File: src/rtl/microtile_alu.sv
// microtile_alu: handshaked W-bit ALU with add, saturating accumulate,
// LSB-first shift-and-add multiply and accumulator clear; one registered result per op.
module microtile_alu #(
  parameter int W     = 4,
  parameter int OUT_W = 8
) (
  input  logic             clk,
  input  logic             rst_n,
  input  logic             ena,
  input  logic [W-1:0]     op_a,
  input  logic [W-1:0]     op_b,
  input  logic [1:0]       mode,
  input  logic             in_valid,
  output logic             in_ready,
  output logic [OUT_W-1:0] result,
  output logic             out_valid,
  output logic             ovf
);

  localparam int                CNT_W = (W > 1) ? $clog2(W) : 1;
  localparam logic [CNT_W-1:0]  LAST  = CNT_W'(W - 1);
  localparam logic [OUT_W-1:0]  SAT   = '1;

  typedef enum logic [1:0] {
    MODE_ADD = 2'b00,
    MODE_ACC = 2'b01,
    MODE_MUL = 2'b10,
    MODE_CLR = 2'b11
  } mode_e;

  typedef enum logic {
    S_IDLE = 1'b0,
    S_MUL  = 1'b1
  } state_e;

  generate
    if (W < 1 || OUT_W < 2 * W) begin : g_bad_params
      $error("microtile_alu: need W >= 1 and OUT_W >= 2*W");
    end
  endgenerate

  state_e           state_q;
  logic [CNT_W-1:0] cnt_q;
  logic [OUT_W-1:0] acc_q;
  logic [OUT_W-1:0] result_q;
  logic             ovf_q;
  logic             out_valid_q;

  logic [OUT_W-1:0] mcand_q;
  logic [W-1:0]     mplier_q;
  logic [OUT_W-1:0] prod_q;

  mode_e            op_mode;
  logic [OUT_W:0]   acc_sum_d;
  logic [OUT_W-1:0] prod_d;

  always_comb begin
    op_mode   = mode_e'(mode);
    // One extra bit so the carry out of the accumulator marks saturation.
    acc_sum_d = {1'b0, acc_q} + (OUT_W+1)'(op_a) + (OUT_W+1)'(op_b);
    prod_d    = mplier_q[0] ? (prod_q + mcand_q) : prod_q;
  end

  // Control and result registers; reset wins over enable, accept and completion.
  always_ff @(posedge clk) begin
    if (!rst_n) begin
      state_q     <= S_IDLE;
      cnt_q       <= '0;
      acc_q       <= '0;
      result_q    <= '0;
      ovf_q       <= 1'b0;
      out_valid_q <= 1'b0;
    end else if (ena) begin
      out_valid_q <= 1'b0;
      case (state_q)
        S_IDLE: begin
          if (in_valid) begin
            case (op_mode)
              MODE_ADD: begin
                result_q    <= OUT_W'(op_a) + OUT_W'(op_b);
                ovf_q       <= 1'b0;
                out_valid_q <= 1'b1;
              end
              MODE_ACC: begin
                if (acc_sum_d[OUT_W]) begin
                  acc_q    <= SAT;
                  result_q <= SAT;
                  ovf_q    <= 1'b1;
                end else begin
                  acc_q    <= acc_sum_d[OUT_W-1:0];
                  result_q <= acc_sum_d[OUT_W-1:0];
                  ovf_q    <= 1'b0;
                end
                out_valid_q <= 1'b1;
              end
              MODE_MUL: begin
                state_q <= S_MUL;
                cnt_q   <= '0;
              end
              MODE_CLR: begin
                acc_q       <= '0;
                result_q    <= '0;
                ovf_q       <= 1'b0;
                out_valid_q <= 1'b1;
              end
              default: ;
            endcase
          end
        end
        S_MUL: begin
          if (cnt_q == LAST) begin
            result_q    <= prod_d;
            ovf_q       <= 1'b0;
            out_valid_q <= 1'b1;
            state_q     <= S_IDLE;
          end else begin
            cnt_q <= cnt_q + CNT_W'(1);
          end
        end
        default: state_q <= S_IDLE;
      endcase
    end
  end

  // NOTE: the multiply datapath has no reset; it is reloaded on every idle cycle
  // and only observed through result_q once the FSM has stepped it W times.
  always_ff @(posedge clk) begin
    if (ena) begin
      if (state_q == S_IDLE) begin
        mcand_q  <= OUT_W'(op_a);
        mplier_q <= op_b;
        prod_q   <= '0;
      end else begin
        prod_q   <= prod_d;
        mcand_q  <= mcand_q << 1;
        mplier_q <= mplier_q >> 1;
      end
    end
  end

  assign in_ready  = (state_q == S_IDLE);
  assign result    = result_q;
  assign out_valid = out_valid_q;
  assign ovf       = ovf_q;

endmodule

File: config.mk
export PLATFORM = sky130hd
export DESIGN_NAME = microtile_alu
export DESIGN_NICKNAME = d
export VERILOG_FILES = /design/src/rtl/microtile_alu.sv
export SDC_FILE = /design/constraint.sdc
export NUM_CORES = 1
export LEC_CHECK = 0
export CORE_AREA = 2 2 86 67
export DETAILED_ROUTE_END_ITERATION = 10
export DIE_AREA = 0 0 88 69
export GPL_ROUTABILITY_DRIVEN = 1
export PLACE_DENSITY = 0.77
export SETUP_SLACK_MARGIN = 0.15
export SYNTH_ARGS = -nofsm -noshare
export SYNTH_HDL_FRONTEND = slang
export SYNTH_SLANG_ARGS = --single-unit
File: constraint.sdc
create_clock -name clk -period 4.6 [get_ports clk]
set_input_delay 1.38 -clock clk [delete_from_list [all_inputs] [get_ports clk]]
set_output_delay 1.38 -clock clk [all_outputs]
set_load 0.02 [all_outputs]
# After elaboration in Yosys (flattened, before gate mapping)
# Index checks and enable logic that the tools add are counted.
classes:
  addsub: 5
  eq_ne: 10
  n_mux: 26
  n_bitwise: 1
  n_reduce_logical: 8
ops:
  columns: ["op", "n"]
  rows:
  - ["8-bit two-way mux", 4]
  - ["8-bit case mux with 2 select lines", 2]
  - ["8-bit case mux with 3 select lines", 1]
  - ["4-bit AND reduction", 4]
  - ["8-bit by 4-bit adder with 9-bit output", 1]
  - ["9-bit by 4-bit adder with 9-bit output", 1]
  - ["1-bit two-way mux", 9]
  - ["8-bit adder", 1]
  - ["1-bit case mux with 2 select lines", 4]
  - ["2-bit == test, second input constant", 3]
  - ["2-bit two-way mux", 3]
  - ["4-bit by 4-bit adder with 5-bit output", 1]
  - ["4-bit two-way mux", 1]
  - ["2-bit by 1-bit != test with 1-bit output, second input constant", 2]
  - ["2-bit != test, second input constant", 2]
  - ["4-bit by 1-bit != test with 1-bit output, second input constant", 1]
  - ["2-bit case mux with 2 select lines", 1]
  - ["3-bit two-way mux", 1]
  - ["3-bit by 2-bit != test with 1-bit output, second input constant", 1]
  - ["3-bit OR reduction", 1]
  - ["2-bit by 1-bit adder with 2-bit output, second input constant", 1]
  - ["2-bit by 1-bit == test with 1-bit output, second input constant", 1]
  - ["2-bit logical NOT", 1]
  - ["2-bit nonzero test", 1]
  - ["2 further kinds", 2]
word_totals:
  ff_bits: 41
  input_bits: 14
  output_inout_bits: 11

# Longest topological paths before layout
# Gate-level depths: netlist of the first run.
depth:
  depth_word: 6
  mapped_depth: 11

# Worst setup path before layout of the first run
# OpenSTA, ideal clock, no wires.
synth_path:
  kind: "input to register"
  startpoint: "input op_a[1]"
  endpoint: "register result_q[7], in the netlist result[7]"
  setup_time_ps: 119
  t_arrival_ps: 3679
  slack_ps: 802
  path_stages: 9
  n_path_buf: 0
  path_cell_list: "fa_1 ha_1 fa_1 a21o_2 a21oi_1 nor2_1 o32a_1 a211o_1 o221a_1"
synth_via:
  elab_chain_cells: 6
synth_lines:
  columns: ["item", "line", "rtl"]
  rows:
  - ["start: declaration", "10", "input logic [W-1:0] op_a,"]
  - ["8-bit by 4-bit adder with 9-bit output", "60", "acc_sum_d = {1'b0, acc_q} + (OUT_W+1)'(op_a) + (OUT_W+1)'(op_b);"]
  - ["9-bit by 4-bit adder with 9-bit output", "60", null]
  - ["8-bit two-way mux", "85", "if (acc_sum_d[OUT_W]) begin"]
  - ["8-bit case mux with 3 select lines", "78", "case (op_mode)"]
  - ["8-bit two-way mux", "77", "if (in_valid) begin"]
  - ["8-bit case mux with 2 select lines", "75", "case (state_q)"]
  - ["end signal: assignment", "80", "result_q <= OUT_W'(op_a) + OUT_W'(op_b);"]
  - ["end signal: assignment", "91", "result_q <= acc_sum_d[OUT_W-1:0];"]
  - ["end signal: assignment", "112", "result_q <= prod_d;"]
  - ["end: declaration", "45", "logic [OUT_W-1:0] result_q;"]
# Every way passes these cells. The select of a mux whose other input is x is not followed.
# A chain may end at the register's enable or synchronous reset.

# Final worst setup path of the first run
layout_path:
  startpoint: "input op_b[1]"
  endpoint: "register result_q[5], in the netlist result[5]"
layout_via:
  elab_chain_cells: 5
layout_lines:
  columns: ["item", "line", "rtl"]
  rows:
  - ["start: declaration", "11", "input logic [W-1:0] op_b,"]
  - ["9-bit by 4-bit adder with 9-bit output", "60", null]
  - ["8-bit two-way mux", "85", null]
  - ["8-bit case mux with 3 select lines", "78", null]
  - ["8-bit two-way mux", "77", null]
  - ["8-bit case mux with 2 select lines", "75", null]
# Every way passes these cells. The select of a mux whose other input is x is not followed.

==> results of run 1 <==
[routing by layer]
metal / wire length (um) / global-route usage [%] / vias up
li1: - / - / 973
met5: 0 / 0 / -
met2: 2520 / 30.1 / 47
met3: 294 / 3.59 / 9
met1: 2630 / 27.7 / 938
met4: 74 / 6.50 / 0
[stage by stage]
stage	cells	util, %	hold slack [ns]	cell area [um^2]
after global placement	346	55.1	0.445	2870
after floorplan	250	-	0.436	2540
after detailed placement	346	55.1	0.450	2870
after global routing	354	56.8	0.508	2960
final	354	56.8	0.459	2960
after CTS	354	56.8	0.460	2960
[path summary, 6_finish.rpt]
kind         slack [ns]     start   endpoint
max                0.49   op_b[1]  result[5]
min                0.46  cnt_q[1]   cnt_q[1]
max reg2reg        1.84  acc_q[1]  result[5]
min reg2reg        0.46  cnt_q[1]   cnt_q[1]
[synth_stat cells (2+ instances only)]
library cell and instances:
sky130_fd_sc_hd__nor2b_1 4, sky130_fd_sc_hd__clkbuf_1 4, sky130_fd_sc_hd__a21oi_1 14, sky130_fd_sc_hd__nand2b_1 7
sky130_fd_sc_hd__nand3_1 4, sky130_fd_sc_hd__mux2i_1 7, sky130_fd_sc_hd__buf_2 3, sky130_fd_sc_hd__edfxtp_1 20
sky130_fd_sc_hd__o21ai_1 2, sky130_fd_sc_hd__o21a_1 2, sky130_fd_sc_hd__ha_1 20, sky130_fd_sc_hd__mux2_2 5
sky130_fd_sc_hd__dfxtp_1 21, sky130_fd_sc_hd__a22oi_1 8, sky130_fd_sc_hd__nand2_1 14, sky130_fd_sc_hd__or3_1 3
sky130_fd_sc_hd__nand3b_1 3, sky130_fd_sc_hd__nor2_1 23, sky130_fd_sc_hd__xor2_1 3, sky130_fd_sc_hd__inv_1 11
sky130_fd_sc_hd__fa_1 7, sky130_fd_sc_hd__a211oi_1 6, sky130_fd_sc_hd__nor3_1 2, sky130_fd_sc_hd__xnor2_1 3
sky130_fd_sc_hd__a221oi_1 4, sky130_fd_sc_hd__a21o_1 6, sky130_fd_sc_hd__and2_1 8, sky130_fd_sc_hd__a31oi_1 3
sky130_fd_sc_hd__o21ai_0 11, sky130_fd_sc_hd__and2b_1 2
[power by group through the flow]
stage | registers [W] | clock network, W | logic (W)
floorplan | 0.000423 | 0 | 0.000115
global placement | 0.000420 | 0 | 0.000175
detailed placement | 0.000421 | 0 | 0.000179
CTS | 0.000413 | 0.000247 | 0.000182
global route | 0.000415 | 0.000262 | 0.000202
finish | 0.000413 | 0.000244 | 0.000182
[flip-flops by register name, summed over array words and instances, names as in the netlist]
| register | cells |
|---|---|
| out_valid | 1 |
| result | 8 |
| acc_q | 8 |
| prod_q | 8 |
| mcand_q | 8 |
| ovf | 1 |
| state_q | 1 |
| mplier_q | 4 |
| cnt_q | 2 |
[layout make-up]
type / instances / area [um^2] / area share, %
inverter: 12 / 45.0 / 1.52
multi-input combinational: 189 / 1430 / 48.3
sequential: 41 / 1020 / 34.5
tap: 75 / 93.8 / 3.17
clock inverter: 2 / 8.76 / 0.296
timing repair buffer: 29 / 278 / 9.39
clock buffer: 6 / 82.6 / 2.79
[worst reg2reg max path: stages (launching register included)]
cell	delay, ns
sky130_fd_sc_hd__dfxtp_1	0.35
sky130_fd_sc_hd__fa_1	0.42
sky130_fd_sc_hd__ha_1	0.27
sky130_fd_sc_hd__fa_1	0.41
sky130_fd_sc_hd__a21o_2	0.23
sky130_fd_sc_hd__a21oi_1	0.20
sky130_fd_sc_hd__buf_4	0.16
sky130_fd_sc_hd__xor2_1	0.13
sky130_fd_sc_hd__nand2_1	0.06
sky130_fd_sc_hd__a221oi_1	0.28
sky130_fd_sc_hd__a21oi_1	0.10
[cell usage in the layout, fill, tap and decap left out, types with 4 or more instances in the layout]
cell type                          n
sky130_fd_sc_hd__clkdlybuf4s50_1  24
sky130_fd_sc_hd__nor2_1           23
sky130_fd_sc_hd__dfxtp_1          21
sky130_fd_sc_hd__ha_1             20
sky130_fd_sc_hd__edfxtp_1         20
sky130_fd_sc_hd__nand2_1          14
sky130_fd_sc_hd__a21oi_1          14
sky130_fd_sc_hd__inv_1            11
sky130_fd_sc_hd__o21ai_0          11
sky130_fd_sc_hd__and2_1            8
sky130_fd_sc_hd__a22oi_1           8
sky130_fd_sc_hd__mux2i_1           7
sky130_fd_sc_hd__nand2b_1          7
sky130_fd_sc_hd__fa_1              7
sky130_fd_sc_hd__a21o_1            6
sky130_fd_sc_hd__a211oi_1          6
sky130_fd_sc_hd__clkbuf_8          6
sky130_fd_sc_hd__mux2_2            5
sky130_fd_sc_hd__buf_4             5
sky130_fd_sc_hd__nor2b_1           4
sky130_fd_sc_hd__nand3_1           4
sky130_fd_sc_hd__a221oi_1          4
[cell families after synthesis]
family / share of synthesized area (%)
fa+ha+maj: 15.4
simple gates: 15.0
compound gates: 18.9
xor+xnor: 2.07
buf+inv: 3.35
mux: 4.98
flops: 40.3
==> flow_results.org, run 1 <==
** GRT
- The total overflow left after global routing is 0.
- Maximum number of pins on one net before global-route repair :: 35
- Global-route wire length before repair :: 9.09 mm
- Antenna violations before repair :: 0
- Via count of the first global-routing pass :: 1,867
- Tot GR Track Use :: 19.6%

** STA
- After routing, the total negative slack on setup checks comes to 0 ns.
- The number of hold-slack violations in the final timing report is 0.
- Number of setup violations in the final report :: 0
- Slew Limit Fails :: 0
- Final clock period utilization by the worst path :: 89.2%
- Derived from the worst setup path, the maximum achievable clock frequency is 244 MHz.
- Counting I/O delays and the setup requirement, the final critical path takes 4.11 ns.
- Post-route clock skew :: 0.0114 ns
- In this run the tightest slew margin relative to its limit is 36.9%.
- Once routing completed, OpenROAD measured the worst setup slack at 0.495 ns.
- Setup repair after global routing missed its margin :: no
- For the pin with the worst max-slew slack, the measured transition is 0.943 ns.

** Logic synthesis
- Summed over all instances, the cell type with the most area after synthesis is sky130_fd_sc_hd__edfxtp_1.
- Instance count of the mapped netlist :: 250
- Synth async-reset ratio :: 0%
- Number of synthesized register bits :: 41
- By area the synthesized netlist is led by sky130_fd_sc_hd__edfxtp_1, sky130_fd_sc_hd__dfxtp_1, sky130_fd_sc_hd__ha_1, sky130_fd_sc_hd__fa_1, sky130_fd_sc_hd__nor2_1.
- The netlist uses 50 different library cells.
- After synthesis, the mean cell area works out to 10.1 um^2.
- The number of nets in the synthesized netlist is 291.
- Share of Yosys cell area claimed by the top area cell type :: 23.7%
- Synth Flop Type :: sky130_fd_sc_hd__dfxtp_1
- Post-synthesis cell area :: 0.00254 mm^2
- Yosys printed 0 warnings.
- Counting flops with a built-in enable in the synthesized netlist gives 20.
- Seq/Total Area, Yosys :: 40.3%

** Floorplanning
- Die area :: 0.00607 mm^2
- Width of the chip :: 88 um
- In this run the core area contains 23 standard-cell rows.
- Ports placed on the boundary :: 25
- The initial utilization of the core area, before any placement, comes to 48.7%.
- Vertical die dimension :: 69 um
- After floorplanning, the core was sized to cover 0.00521 mm^2.

** Placement
- Timing analysis after detailed placement gives a worst setup slack of 0.191 ns.
- Gpl congestion :: 0.827
- In this run the tool buffered the top-level ports with 24 buffer cells.
- Detailed placement finished with a half-perimeter wire length of 4.06 mm.

** Route
- WL per Instance :: 15.6 um
- After detailed routing, the total wire length is 5.52 mm.
- Routed via count :: 1,967
- In the routed design, unresolved DRC markers number 0.
- DRT antenna net count :: 0
- The detailed router finished its first iteration with 152 violations.
- First drt pass iteration count :: 4
- After detailed routing, the number of vias per cell comes to 5.56.

** Worst setup path
- STA classifies the critical path startpoint as an input port.
- Along the worst path, the maximum fanout reaches 4.
- Max stage delay cell, worst path :: sky130_fd_sc_hd__clkdlybuf4s50_1
- CP Data Arrival Time :: 4.26 ns
- Worst r2r path cells :: 10
- Together, buffers and inverters on the worst path number 2.
- On the critical path the largest part of the delay comes from adder cells.
- Type of the setup path with the least slack :: input port to register
- Critical path cell sequence :: clkdlybuf4s50_1 > fa_1 > ha_1 > fa_1 > a21o_2 > a21oi_1 > buf_4 > xor2_1 > nand2_1 > a221oi_1 > a21oi_1
- The critical path runs through a total of 11 cells.
- In this design, the stage delay of the slowest critical-path cell is 0.58 ns.
- STA puts the critical path data required time at 4.75 ns.
- STA classifies the critical path endpoint as a register.

** Flow run
- Across the run, the number of max-cap violations was 0.

** Clock tree
- In this run the number of H-tree levels came out at 2.
- Total clock buffers created by CTS :: 5
- Post-CTS setup repair buffer count :: 0
- TritonCTS clock tree :: yes
- After clock tree synthesis, the flow added hold-fix buffers numbering 0.
- Clock tree buffer depth :: 2
- Post-cts gate resize count :: 0
- At the later pin of the worst-skew pair, clock insertion delay measures 0.30 ns.
- CTS placed an instance of sky130_fd_sc_hd__clkbuf_8 at the clock tree root.
- Clock-pin slew was measured on the worst setup and hold paths at 0.08 ns.
- Number of clock sinks :: 41

** Cells and area
- The net count of the finished layout is 319.
- The post-route netlist has 8.60% of its cells at a drive strength greater than 1.
- Area grow syn2layout :: 16.7%
- The layout has 453 filler cells.
- Number of antenna cells inserted :: 0

** Pwr
- Sequential fraction of design power :: 49.2%
- The clock network accounts for 29.1% of the total power.
- The share of total power dissipated in combinational logic is 21.7%.
- Net Sw Frac :: 28.1%
- IR analysis of the VDD net gives a maximum drop of 0.000146 V.
- Design internal power :: 0.000603 W
- Summed over all cells, the static leakage comes to 1.21 nW.
- The design draws 0.000839 W.
- Summed over all nets, the switching power comes to 0.000236 W.
- Power density over the cells :: 284 mW/mm^2

** Hold path
- Tightest Hold Check Type :: register to register
- Instance count along the most critical hold path :: 2

** Status
- Outcome :: completed
(Power assumes the default switching activity.)
==> inputs of run 2 (changes only) <==
--- a/config.mk
+++ b/config.mk
@@ -9,6 +9,7 @@
 export DETAILED_ROUTE_END_ITERATION = 10
 export DIE_AREA = 0 0 88 69
 export GPL_ROUTABILITY_DRIVEN = 1
+export GPL_TIMING_DRIVEN = 0
 export PLACE_DENSITY = 0.77
 export SETUP_SLACK_MARGIN = 0.15
 export SYNTH_ARGS = -nofsm -noshare
==> run 2 against run 1 <==
Compared with the run above: final area decreased by 0.30%; count of clock-buffer cells in the layout increased by 2; fmax decreased by 5.1%; worst hold slack got worse by 0.0011 ns; non-clock buffer count increased by 3; largest power group unchanged; highest routed layer unchanged.
==> flow_results.org, run 2 (synthesis results as in run 1) <==
** Status
- The flow ran to the end, and the final reports show no timing, DRC or antenna violations.

** Route
- Total length of routed met3 wires :: 293 um
- WL per Instance :: 16.0 um
- Once detail routing completed, the nets flagged for antenna violations numbered 0.
- Detail Route met2 WL :: 2.59 mm
- The final layout contains routed wiring with a total length of 5.72 mm.
- In this run the top signal layer used is met4.
- Dividing the detail-routed via count by the number of cells gives 5.61.
- The detailed router placed 2,002 vias in this run.
- First drt pass iteration count :: 4
- Routed metal-1 wire length :: 2.72 mm
- After the first detailed-routing iteration, the DRC count stood at 127.
- # DRC :: 0

** STA
- Setup violations remaining at the end of the flow were counted as 0.
- Transition time at the pin with the least slew margin :: 1.22 ns
- On the final layout, the worst hold slack is 0.458 ns.
- In the finished design, the share of the clock period the worst path needs comes to 94.0%.
- The number of hold-slack violations in the final timing report came to 0.
- Slew Limit Fails :: 0
- Slew Limit Headroom :: 18.1%
- Final Critical Period :: 4.32 ns
- After routing, the total negative slack on setup checks comes to 0 ns.
- Setup repair after global routing left no endpoint under its margin.
- On the final layout, the worst clock skew is 0.00384 ns.
- Top achievable clock speed :: 231 MHz

** Cells and area
- Number of antenna cells inserted :: 0
- Fill cell total of the finished layout :: 451
- Most frequent cells in the layout :: sky130_fd_sc_hd__clkdlybuf4s50_1, sky130_fd_sc_hd__nor2_1, sky130_fd_sc_hd__dfxtp_1
- For this run, the number of standard cells in the final layout without fillers is 357.
- Post-route cell area :: 0.00295 mm^2
- Share of cells above drive strength 1 :: 7.45%
- Commonest non-fill, non-tap cell in the layout :: sky130_fd_sc_hd__clkdlybuf4s50_1
- Number of nets in the final layout :: 322
- Area grow syn2layout :: 16.3%

** Clock tree
- Gates resized during post-CTS repair numbered 0.
- Number of clock sinks :: 41
- Cts hold-fix bufs :: 0
- For the worst-skew pair, the clock arrives at the later sink with an insertion delay of 0.29 ns.
- In this run, CTS created clock tree buffers numbering 5.
- Clock-pin slew of the registers on the worst-case setup and hold paths :: 0.08 ns
- TritonCTS built the clock tree.
- Buffers added to address setup during post-CTS repair amount to 0.
- In this run the number of H-tree levels came out at 2.
- Clock tree buffer depth :: 2
- Root cell of the clock tree :: sky130_fd_sc_hd__clkbuf_8

** Floorplanning
- In this run the vertical extent of the chip is 69 um.
- In this run the standard cell core region covers 0.00521 mm^2.
- Width of the chip :: 88 um
- Die area :: 0.00607 mm^2
- The initialized floorplan defines 23 standard-cell rows.
- For this configuration, the core starts out at a cell density of 48.7%.
- 25 I/O pins were placed.

** Placement
- Detail Placement HPWL :: 4.20 mm
- Once placement finished, the instance area stood at 0.00287 mm^2.
- Buffers on Ports :: 24
- Counting tap cells, the placed design contains a total of 349 instances.
- Gpl congestion :: 0.863

** GRT
- The first global-routing pass estimated 9.72 mm of wire.
- Antenna violations before repair :: 0
- Via count of the first global-routing pass :: 2,011
- Global routing consumed, over all layers together, 20.3% of the routing resources.
- Maximum number of pins on one net before global-route repair :: 28
- After global routing the overflow that remains totals 0.

** Pwr
- In this run the static leakage power is 1.20 nW.
- Power comes to 0.000826 W.
- Worst IR Drop VDD :: 0.000189 V
- Power spread over the standard cell area amounts to 280 mW/mm^2.

** Worst setup path
- At the worst endpoint, the arrival time is 4.51 ns.
- Type of destination of the critical path :: register
- Type of the setup path with the least slack :: input port to register
- Worst setup SP type :: input port
- For the worst setup path, the data required time is 4.79 ns.
- Crit-path max FO :: 4

** Hold path
- Tightest Hold Check Type :: register to register

** Flow run
- Count of maximum capacitance violations :: 0
-- run 2: changes by cell type in the layout (fill, tap and decap cells not counted), sizes merged --
cell / before / now
buf: 5 / 3
clkbuf: 6 / 12
clkdlybuf4s18: 0 / 1
clkinv: 3 / 1
-- run 2: final cells by class --
class | count | area, um^2 | share of cell area (%)
Tap cell | 75 | 93.8 | 3.18
Multi-Input combinational cell | 189 | 1430 | 48.5
Inverter | 12 | 45.0 | 1.53
Sequential cell | 41 | 1020 | 34.6
Buffer | 8 | 40.0 | 1.36
Timing Repair Buffer | 24 | 240 | 8.14
Clock buffer | 8 | 80.1 | 2.71
-- run 2: metrics by stage --
step,util [%],setup WS (ns)
floorplan,-,0.802
CTS,56.6,0.301
global route,56.6,0.151
global placement,55.1,0.0205
detailed placement,55.1,0.00553
finish,56.6,0.277
-- run 2: routing by layer --
layer	GRT usage, %	up-vias
li1	-	977
met1	28.4	971
met2	30.9	41
met3	4.55	13
met4	6.84	0
met5	0	-
-- run 2: critical path, stage by stage --
cell                              delay (ns)
sky130_fd_sc_hd__clkdlybuf4s50_1        0.55
sky130_fd_sc_hd__fa_1                   0.53
sky130_fd_sc_hd__ha_1                   0.27
sky130_fd_sc_hd__fa_1                   0.41
sky130_fd_sc_hd__a21o_2                 0.24
sky130_fd_sc_hd__a21oi_1                0.33
sky130_fd_sc_hd__nor2_1                 0.07
sky130_fd_sc_hd__o32a_1                 0.22
sky130_fd_sc_hd__a211o_1                0.32
sky130_fd_sc_hd__o221a_1                0.20
-- run 2: report_power, final --
part	switching, W	leakage [nW]	internal [W]
Combinational	0.000101	0.791	0.0000826
Clock	0.000124	0.0395	0.000108
Sequential	0.00000954	0.373	0.000401
Total	0.000235	1.20	0.000591
-- run 2: final timing paths --
check | depth (start not counted) | slack (ns) | endpoint | start
worst max-delay path | 10 | 0.28 | result[7] | op_a[1]
worst min-delay path | 2 | 0.46 | cnt_q[1] | cnt_q[1]
worst max register to register | 9 | 1.66 | result[7] | acc_q[1]
worst min register to register | 2 | 0.46 | cnt_q[1] | cnt_q[1]
==> inputs of run 3 (changes only) <==
--- a/config.mk
+++ b/config.mk
@@ -5,12 +5,12 @@
 export SDC_FILE = /design/constraint.sdc
 export NUM_CORES = 1
 export LEC_CHECK = 0
-export CORE_AREA = 2 2 86 67
+export CORE_AREA = 2 2 81 63
 export DETAILED_ROUTE_END_ITERATION = 10
-export DIE_AREA = 0 0 88 69
+export DIE_AREA = 0 0 83 65
 export GPL_ROUTABILITY_DRIVEN = 1
 export GPL_TIMING_DRIVEN = 0
-export PLACE_DENSITY = 0.77
+export PLACE_DENSITY = 0.85
 export SETUP_SLACK_MARGIN = 0.15
 export SYNTH_ARGS = -nofsm -noshare
 export SYNTH_HDL_FRONTEND = slang
==> run 3 against run 2 <==
Compared with the run above: clock skew is 0.0067 ns higher; register-to-register slack gained 0.14 ns; final area rose by 0.38%; critical path depth stayed put; sequential share of layout area decreased by 0.13 points; combinational power about the same; final cell count decreased by 4.2%; critical path type unchanged; largest cell class unchanged; largest power group unchanged.
==> flow_results.org, run 3 (synthesis results as in run 1) <==
** Status
- The flow ran to the end, and the final reports show no timing, DRC or antenna violations.

** STA
- The smallest clock period supported by the final layout is computed as 4.19 ns.
- Setup repair after global routing missed its margin :: no
- Headroom to the max-slew limit came out at 21.4%.
- Setup total negative slack on the finished layout was measured at 0 ns.
- Final worst-path setup slack :: 0.411 ns
- Post-route clock skew :: 0.0105 ns
- The number of hold-slack violations in the final timing report came to 0.
- Top achievable clock speed :: 239 MHz
- Transition time at the pin with the least slew margin :: 1.18 ns
- Number of setup violations in the final report :: 0
- The number of pins exceeding their max-slew limit in the final report is 0.
- In the finished design, the share of the clock period the worst path needs comes to 91.1%.

** GRT
- Met3 track demand over resource in global routing :: 5.35%
- Top Usage Layer GRT :: met2
- Summed over all layers, the global routing overflow is 0.
- Met2 track demand over resource in global routing :: 38.0%
- The via count of the first global-routing pass came to 2,001.
- Global routing used 29.4% of the available met1 tracks.
- Global-route wire length before repair :: 9.66 mm
- Maximum number of pins on one net before global-route repair :: 28
- Global routing used 22.8% of the available tracks across all layers.
- Antenna violations before repair :: 0

** Worst setup path
- Worst r2r path cells :: 9
- In this run the worst path has a maximum fanout of 4.
- Worst setup SP type :: input port
- Endpoint required time on the critical path :: 4.80 ns
- Flop-to-flop setup slack :: 1.80 ns
- The worst setup path is of the input port to register kind.
- CP Data Arrival Time :: 4.39 ns
- Type of destination of the critical path :: register

** Cells and area
- Post-route non-filler standard cell count :: 342
- Of the cells placed in the final design, the portion with a size suffix greater than 1 is 8.16%.
- Relative to the synthesized area, the layout overhead comes to 16.8%.
- Number of nets in the final layout :: 322
- Most frequent cells in the layout :: sky130_fd_sc_hd__clkdlybuf4s50_1, sky130_fd_sc_hd__nor2_1, sky130_fd_sc_hd__dfxtp_1
- 0 antenna diodes ended up in the layout.
- Commonest non-fill, non-tap cell in the layout :: sky130_fd_sc_hd__clkdlybuf4s50_1

** Clock tree
- The later pin in the worst-skew pair is clocked with a latency of 0.30 ns.
- TritonCTS clock tree :: yes
- Number of clock sinks :: 41
- The clock passes through at most 2 buffers.
- Clock tree synthesis inserted a total of 5 buffers.
- Root cell of the clock tree :: sky130_fd_sc_hd__clkbuf_8
- In this run the post-CTS setup repair buffer count came out at 0.
- CTS H-Tree Depth :: 2
- Clock-pin slew of the registers on the worst-case setup and hold paths :: 0.08 ns

** Route
- Routed via count :: 2,022
- In the final routed layout, each cell accounts on average for 16.6 um.
- Overall routed net length :: 5.68 mm
- Using the TritonRoute via totals, the vias-per-cell ratio works out to 5.91.
- First drt pass iteration count :: 4
- In this run the remaining antenna-violating nets after routing total 0.
- The detailed router finished its first iteration with 77 violations.
- In the routed design, unresolved DRC markers number 0.

** Placement
- Buffers on Ports :: 24
- Detail Placement HPWL :: 4.27 mm
- Gpl congestion :: 0.854
- Worst setup slack before clock tree synthesis :: 0.0138 ns
- Number of instances in the placed design :: 334

** Hold path
- The worst hold path belongs to the class register to register.
- Counting instances, the worst hold path has a depth of 2.

** Floorplanning
- The floorplan step defined a core boundary enclosing 0.00471 mm^2.
- Die area :: 0.00540 mm^2
- Width of the chip :: 83 um
- In this run the count of I/O pins placed on the die edge is 25.
- Effective utilization at floorplan :: 53.9%
- Vertical die dimension :: 65 um
- Row generation in the floorplan step produced 22 rows.

** Pwr
- Dividing total power by cell area gives a power density of 300 mW/mm^2.
- The worst-case IR drop observed on VDD is 0.000206 V.
- Static power due to leakage :: 1.22 nW

** Flow run
- Max-cap violations in this run came to 0.
run 3: cell count changes in the layout (fill, tap and decap cells not counted):
cell                        delta
sky130_fd_sc_hd__clkbuf_1      -2
sky130_fd_sc_hd__a21oi_1       -1
sky130_fd_sc_hd__a21oi_2       +1
sky130_fd_sc_hd__bufinv_16     +1
sky130_fd_sc_hd__clkinv_1      +1
run 3: final cells by class:
type                            instances  area, um^2
Fill cell                             373        1750
Multi-Input combinational cell        189        1430
Buffer                                  8        40.0
Clock buffer                            6        72.6
Clock inverter                          2        33.8
Inverter                               12        45.0
Timing Repair Buffer                   24         240
Sequential cell                        41        1020
Tap cell                               60        75.1
run 3: metrics by stage:
step	area (um^2)	utilization, %	hold slack, ns	power (W)
final	2960	62.9	0.474	0.000887
after CTS	2960	62.8	0.477	0.000886
after global placement	2850	60.6	0.445	0.000593
after detailed placement	2850	60.6	0.467	0.000602
after global routing	2960	62.9	0.497	0.000928
after floorplan	2540	-	0.436	0.000538
run 3: path summary, 6_finish.rpt:
check,start,endpoint
setup reg to reg,acc_q[1],result[7]
hold / removal,cnt_q[1],cnt_q[1]
hold reg to reg,cnt_q[1],cnt_q[1]
setup / recovery,op_a[1],result[7]
run 3: repair_timing:
action | 4_1_cts | 5_1_grt
hold buffers | 0 | 0
resized for setup | 0 | 1
setup endpoints to repair | 0 | 1
run 3: metal layers:
layer | wire length (um) | vias up
li1 | - | 976
met1 | 2640 | 991
met2 | 2630 | 44
met3 | 298 | 11
met4 | 107 | 0
met5 | 0 | -
run 3: critical path, cell delays in order:
cell,delay (ns)
sky130_fd_sc_hd__clkdlybuf4s50_1,0.55
sky130_fd_sc_hd__fa_1,0.53
sky130_fd_sc_hd__ha_1,0.26
sky130_fd_sc_hd__fa_1,0.41
sky130_fd_sc_hd__a21o_2,0.25
sky130_fd_sc_hd__a21oi_2,0.21
sky130_fd_sc_hd__nor2_1,0.07
sky130_fd_sc_hd__o32a_1,0.22
sky130_fd_sc_hd__a211o_1,0.31
sky130_fd_sc_hd__o221a_1,0.20
run 3: power by group:
group / internal (W) / total [W] / leakage [nW] / switching (W)
combinational: 0.0000836 / 0.000186 / 0.791 / 0.000102
sequential: 0.000401 / 0.000411 / 0.373 / 0.0000101
clock: 0.000160 / 0.000290 / 0.0528 / 0.000130
total: 0.000645 / 0.000887 / 1.22 / 0.000242
